## config.mk

```make
export PLATFORM = sky130hd
export DESIGN_NAME = rheed_cnn_scheduler
export DESIGN_NICKNAME = d
export VERILOG_FILES = /design/src/rtl/rheed_ctrl_pkg.sv /design/src/rtl/rheed_watchdog.sv /design/src/rtl/rheed_cnn_scheduler.sv
export SDC_FILE = /design/constraint.sdc
export NUM_CORES = 1
export LEC_CHECK = 0
export CAP_MARGIN = 20
export CORE_AREA = 4 4 376 378
export DETAILED_ROUTE_END_ITERATION = 8
export DIE_AREA = 0 0 380 382
export GPL_ROUTABILITY_DRIVEN = 1
export PLACE_DENSITY = 0.54
export SLEW_MARGIN = 20
export SYNTH_ARGS = -nofsm -noshare
export SYNTH_HDL_FRONTEND = slang
export SYNTH_SLANG_ARGS = --single-unit
export TNS_END_PERCENT = 10
```

## constraint.sdc

```tcl
create_clock -name clk -period 2.5 [get_ports clk]
set_input_delay 0.375 -clock clk [delete_from_list [all_inputs] [get_ports clk]]
set_output_delay 0.375 -clock clk [all_outputs]
set_load 0.005 [all_outputs]
```

## src/rtl/rheed_ctrl_pkg.sv

```systemverilog
// Shared types and helpers for the RHEED inference control blocks.
package rheed_ctrl_pkg;

   typedef enum logic [2:0] {
      S_IDLE      = 3'd0,
      S_WAIT_CROP = 3'd1,
      S_START     = 3'd2,
      S_RUN       = 3'd3,
      S_OUTPUT    = 3'd4
   } sched_state_t;

   localparam int RESULT_W_DEFAULT = 160;

   // Width of a crop index; kept at one bit minimum so a two-crop frame still has a real select.
   function automatic int CROP_IDX_W(input int n);
      return (n > 2) ? $clog2(n) : 1;
   endfunction

endpackage

```

## src/rtl/rheed_watchdog.sv

```systemverilog
// Clearable, enabled up-counter that flags a stalled crop.
// The count saturates at its last value so a missed clear cannot wrap into a second pulse.
module rheed_watchdog #(
   parameter int TIMEOUT_CYCLES = 65535
) (
   input  logic clk,
   input  logic reset_n,
   input  logic clr,
   input  logic en,
   output logic expired
);

   localparam int CNT_W = $clog2(TIMEOUT_CYCLES + 1);
   localparam logic [CNT_W-1:0] LAST = CNT_W'(TIMEOUT_CYCLES - 1);

   logic [CNT_W-1:0] cnt;

   // Count enabled cycles since the last clear, holding at the terminal value.
   always_ff @(posedge clk or negedge reset_n) begin
      if (!reset_n) begin
         cnt <= '0;
      end else if (clr) begin
         cnt <= '0;
      end else if (en && (cnt != LAST)) begin
         cnt <= cnt + CNT_W'(1);
      end
   end

   // The clear cycle is the first cycle of a new state, so it never reports an expiry.
   assign expired = en && !clr && (cnt == LAST);

endmodule

```

## src/rtl/rheed_cnn_scheduler.sv

```systemverilog
// Frame-level scheduler for the shared RHEED CNN: walks crops in order, runs the
// CNN handshake per crop, collects results into a bank and emits it as one beat.
//
// state       | meaning
// ------------+-----------------------------------------------------------
// S_IDLE      | no frame open; frame_start opens one
// S_WAIT_CROP | waiting for pending[crop_idx]
// S_START     | cnn_ap_start held until cnn_ap_ready
// S_RUN       | cnn_res_tready high, waiting for the crop result
// S_OUTPUT    | result bank offered downstream, frozen until m_axis_tready
module rheed_cnn_scheduler
   import rheed_ctrl_pkg::*;
#(
   parameter int NUM_CROPS      = 5,
   parameter int RESULT_W       = RESULT_W_DEFAULT,
   parameter int TIMEOUT_CYCLES = 65535
) (
   input  logic                                clk,
   input  logic                                reset_n,
   input  logic                                frame_start,
   input  logic [NUM_CROPS-1:0]                crop_ready,
   output logic [CROP_IDX_W(NUM_CROPS)-1:0]    crop_idx,
   output logic                                cnn_ap_start,
   input  logic                                cnn_ap_ready,
   input  logic                                cnn_res_tvalid,
   output logic                                cnn_res_tready,
   input  logic [RESULT_W-1:0]                 cnn_res_tdata,
   output logic                                m_axis_tvalid,
   input  logic                                m_axis_tready,
   output logic [NUM_CROPS*RESULT_W-1:0]       m_axis_tdata,
   output logic                                busy,
   output logic                                timeout_err,
   output logic                                frame_drop
);

   localparam int IDX_W = CROP_IDX_W(NUM_CROPS);
   localparam logic [IDX_W-1:0] LAST_IDX = IDX_W'(NUM_CROPS - 1);

   sched_state_t                  state;
   logic [NUM_CROPS-1:0]          pending;
   logic [NUM_CROPS*RESULT_W-1:0] bank;
   logic [NUM_CROPS-1:0]          idx_mask;
   logic                          pend_cur;
   logic                          last_crop;
   logic                          wd_clr;
   logic                          wd_en;
   logic                          wd_expired;
   logic                          step;
   logic                          step_tmo;
   logic [RESULT_W-1:0]           step_data;

   assign wd_en        = (state == S_WAIT_CROP) || (state == S_START) || (state == S_RUN);
   assign last_crop    = (crop_idx == LAST_IDX);
   assign pend_cur     = |(pending & idx_mask);
   assign m_axis_tdata = bank;

   rheed_watchdog #(
      .TIMEOUT_CYCLES (TIMEOUT_CYCLES)
   ) u_watchdog (
      .clk     (clk),
      .reset_n (reset_n),
      .clr     (wd_clr),
      .en      (wd_en),
      .expired (wd_expired)
   );

   // One-hot of the crop currently routed to the CNN.
   always_comb begin
      idx_mask = '0;
      for (int i = 0; i < NUM_CROPS; i++) begin
         if (crop_idx == IDX_W'(i)) idx_mask[i] = 1'b1;
      end
   end

   // Decide whether this crop finishes now, either with a real result or by watchdog expiry.
   always_comb begin
      step      = 1'b0;
      step_tmo  = 1'b0;
      step_data = '0;
      case (state)
         S_WAIT_CROP: begin
            if (!pend_cur && wd_expired) begin
               step     = 1'b1;
               step_tmo = 1'b1;
            end
         end
         S_START: begin
            if (!cnn_ap_ready && wd_expired) begin
               step     = 1'b1;
               step_tmo = 1'b1;
            end
         end
         S_RUN: begin
            if (cnn_res_tvalid) begin
               step      = 1'b1;
               step_data = cnn_res_tdata;
            end else if (wd_expired) begin
               step     = 1'b1;
               step_tmo = 1'b1;
            end
         end
         default: ;
      endcase
   end

   // Sequencer state, registered outputs, pending latch and result bank.
   always_ff @(posedge clk or negedge reset_n) begin
      if (!reset_n) begin
         state          <= S_IDLE;
         crop_idx       <= '0;
         cnn_ap_start   <= 1'b0;
         cnn_res_tready <= 1'b0;
         m_axis_tvalid  <= 1'b0;
         busy           <= 1'b0;
         timeout_err    <= 1'b0;
         frame_drop     <= 1'b0;
         pending        <= '0;
         bank           <= '0;
         wd_clr         <= 1'b0;
      end else begin
         frame_drop <= frame_start && (state != S_IDLE);
         wd_clr     <= 1'b0;
         pending    <= pending | crop_ready;

         case (state)
            S_IDLE: begin
               if (frame_start) begin
                  // A ready pulse in the acceptance cycle survives the clear.
                  pending     <= crop_ready;
                  timeout_err <= 1'b0;
                  crop_idx    <= '0;
                  busy        <= 1'b1;
                  wd_clr      <= 1'b1;
                  state       <= S_WAIT_CROP;
               end
            end
            S_WAIT_CROP: begin
               if (pend_cur) begin
                  pending      <= (pending & ~idx_mask) | crop_ready;
                  cnn_ap_start <= 1'b1;
                  wd_clr       <= 1'b1;
                  state        <= S_START;
               end
            end
            S_START: begin
               if (cnn_ap_ready) begin
                  cnn_ap_start   <= 1'b0;
                  cnn_res_tready <= 1'b1;
                  wd_clr         <= 1'b1;
                  state          <= S_RUN;
               end
            end
            S_RUN: ;
            S_OUTPUT: begin
               if (m_axis_tready) begin
                  m_axis_tvalid <= 1'b0;
                  busy          <= 1'b0;
                  crop_idx      <= '0;
                  wd_clr        <= 1'b1;
                  state         <= S_IDLE;
               end
            end
            default: state <= S_IDLE;
         endcase

         // Crop completion: a timed-out crop advances exactly like a real result, with zeros.
         if (step) begin
            for (int i = 0; i < NUM_CROPS; i++) begin
               if (idx_mask[i]) bank[i*RESULT_W +: RESULT_W] <= step_data;
            end
            if (step_tmo) timeout_err <= 1'b1;
            cnn_ap_start   <= 1'b0;
            cnn_res_tready <= 1'b0;
            wd_clr         <= 1'b1;
            if (last_crop) begin
               m_axis_tvalid <= 1'b1;
               state         <= S_OUTPUT;
            end else begin
               crop_idx <= crop_idx + IDX_W'(1);
               state    <= S_WAIT_CROP;
            end
         end
      end
   end

endmodule

```

==> flow_summary.ini <==
[clock_network]
clk_pin_slew_worst_paths_ns = 0.06
clk_latency_ns = 0.68
cts.htree.levels = 3
clock_sinks = 834
cts_tree = built
clk_path_buf_depth = 3
clockRootBuffer = clkbuf_16
cts_buffers = 97

[worst_setup_path]
cp_max_fo = 8
crit_required_ns = 3.04
end_kind = flip-flop
start_kind = flip-flop
critPathKind = reg2reg
worst_ep_arrival_time_ns = 3.15
path_cells = ha_2, ha_4, a21boi_2, o221ai_2, and2_4, nor4b_4, buf_6, clkbuf_16, clkbuf_16, mux2_4
cpMostUsedCell = clkbuf_16
crit_slowest_cell = dfrtp_2
cp_slowest_stage_delay_ns = 0.43

[power]
leakage_uw = 0.0241
peakVddDrop_uv = 572
p_per_area_nw_per_um2 = 1040
total_power_uw = 54300

[synth]
yosysTopAreaCell = dfrtp_1
post-synth-top-count-cell = dfrtp_1
netlist_area_sq_um = 32600
ys_seq_elements = 834
synth_nets = 2239
ys.flop_type = dfrtp_1
synth.yosys.seq_area_share_pct = 64.0
synthArstFlopShare_pct = 100
synth-edff-count = 0
postSynthAreaPerCell_sq_um = 15.8
synthTopCellsByArea = dfrtp_1 (64%), mux2_2 (23%), mux2_1 (4.5%)
postSynthCellCount = 2061
synth_common_cells = dfrtp_1 (834), mux2_2 (675), and2_1 (162)
synth.distinct_cells = 50
yosysWarningCount = 0
synth.top_cell.area_share_pct = 64.0

[timing]
final.setup.worst_slack_ns = -0.107
clock_skew_ns = 0.0211
finalHoldViolCount = 0
relSlewSlack_pct = 54.0
setup_violations = 443
min_period_over_period_pct = 104
rsz0062_at_grt = true
slew_violations = 0
period_needed_ns = 2.61
fmax_mhz = 384
finalSetupTns_ns = -16.13
tightest_slew_ns = 0.688

[placement]
dp_slack_ns = -0.318
numPlacedInstances = 5019
io_buffers = 979
gp_congestion = 0.787
hpwl_mm = 90.4

[job]
cap_violations = 0

[min_path]
hold_path_class = in2reg

[die]
start_util_pct = 23.7
dieArea_sq_um = 145000
dieHeight_um = 382
rows = 136
ios = 980
fp.dieW_um = 380
core_sq_um = 137000

[global_route]
antenna_found_initial = 11
grt_max_degree = 111
grt_pass1_wl_mm = 176
grt_overflow = 0
grt_pass1_vias = 23800
grtUsageTotal_pct = 16.3

[route]
wirelength_mm = 124
final_antenna_net_count = 0
drc = 0
dr.pass1.iters = 4
viasPerCell = 4.25
drt-initial-drc-count = 810
vias = 22200
wl_per_cell_um = 23.7

[final_layout]
n_fill_cell = 13100
stdcell_count = 5232
final_nets = 3528
drive_above_1_share_pct = 35.5
area_growth_pct = 60.0

[run_status]
status = complete, but fails checks
violations = setup timing
## final cells by class
cell class	count	area (sq um)	area share, %
diodes	6	15.0	0.0288
clock buffers	151	2910	5.58
clock inverters	30	394	0.755
inverters	6	22.5	0.0431
multi-input cells	1109	11900	22.9
flip-flops and latches	834	20900	40.0
well taps	1794	2240	4.30
repair buffers	1302	13800	26.4
## per-stage QoR
step                cell area, sq um  hold slack [ns]  util, %
floorplan                      32700           0.0794        -
global placement               47200            0.410     34.3
detailed placement             47200            0.404     34.3
CTS                            51200            0.221     37.3
global route                   52200            0.237     38.0
finish                         52200            0.302     38.0
## placed cells by master, fill, tap and decap left out, drive strengths merged, types with 3 or more instances in the layout
cell type / synthesis / routed
or3: 6 / 6
buf: 90 / 315
dfrtp: 834 / 834
ha: 7 / 7
nand3: 7 / 7
and2: 162 / 162
clkinv: 0 / 15
bufinv: 0 / 7
clkdlybuf4s50: 0 / 977
nor4: 5 / 5
mux2: 804 / 804
xnor2: 5 / 5
o21ai: 10 / 10
clkbuf: 22 / 159
inv: 6 / 13
a31o: 5 / 5
nor3: 7 / 7
diode: 0 / 6
nand4: 7 / 7
nor2b: 4 / 4
nand2: 21 / 21
a21oi: 12 / 12
nor2: 15 / 15
a211oi: 3 / 3
## worst paths after layout
path | startpoint | endpoint | slack, ns | depth (start not counted)
min in group asynchronous | reset_n | m_axis_tdata[717] | 0.32 | 2
min | crop_ready[4] | pending[4] | 0.30 | 2
max | crop_idx[0] | m_axis_tdata[462] | -0.11 | 10
min reg2reg | m_axis_tdata[148] | m_axis_tdata[148] | 0.48 | 1
max in group asynchronous | reset_n | m_axis_tdata[65] | 1.15 | 3
max reg2reg | crop_idx[0] | m_axis_tdata[462] | -0.11 | 10
## critical path, delay by kind of cell, from the launching register on
kind,cells,cell delay (ns)
adders and majority gates,2,0.36
AOI/OAI and AO/OA,2,0.23
DFF,1,0.43
muxes,1,0.30
buffers and inverters,3,0.62
and+or+nand+nor,2,0.51
## per-layer routing
layer	global-route usage [%]	vias up	part of all wire [%]
li1	-	9853	-
met1	19.9	11500	41
met2	26.4	763	47
met3	6.94	156	9.3
met4	4.76	12	2.6
met5	0	-	0.066
## registers in the layout, summed over array words and instances, names as in the netlist
register,cells
timeout_err,1
state,3
busy,1
wd_clr,1
crop_idx,3
pending,5
u_watchdog.cnt,16
m_axis_tdata,800
cnn_res_tready,1
frame_drop,1
cnn_ap_start,1
m_axis_tvalid,1
## timing repair
item / 4_1_cts / 5_1_grt
hold buffers: 1 / 0
endpoints found under the hold margin: 20 / 0
pin swaps: 2 / 5
endpoints found under the setup margin: 640 / 796
cloned: 4 / 10
resized for setup: 145 / 181
setup buffers: 10 / 2
## cell families (layout without fill, tap and decap cells)
kind of cell	Yosys count	in the layout	synth area share, %
buf+inv	118	1489	2.20
mux	806	806	27.8
xor+xnor	7	7	0.188
simple gates	247	247	4.71
other cells	0	6	0
flops	834	834	64.0
compound gates	42	42	0.855
fa+ha+maj	7	7	0.268
## report_power, final
| group | leakage, uW | internal (uW) | switching, uW |
|---|---|---|---|
| Clock | 0.00163 | 8770 | 5890 |
| Sequential | 0.0115 | 17600 | 2330 |
| Combinational | 0.0109 | 12300 | 7370 |
No activity file was read; power rests on OpenSTA's default activity.
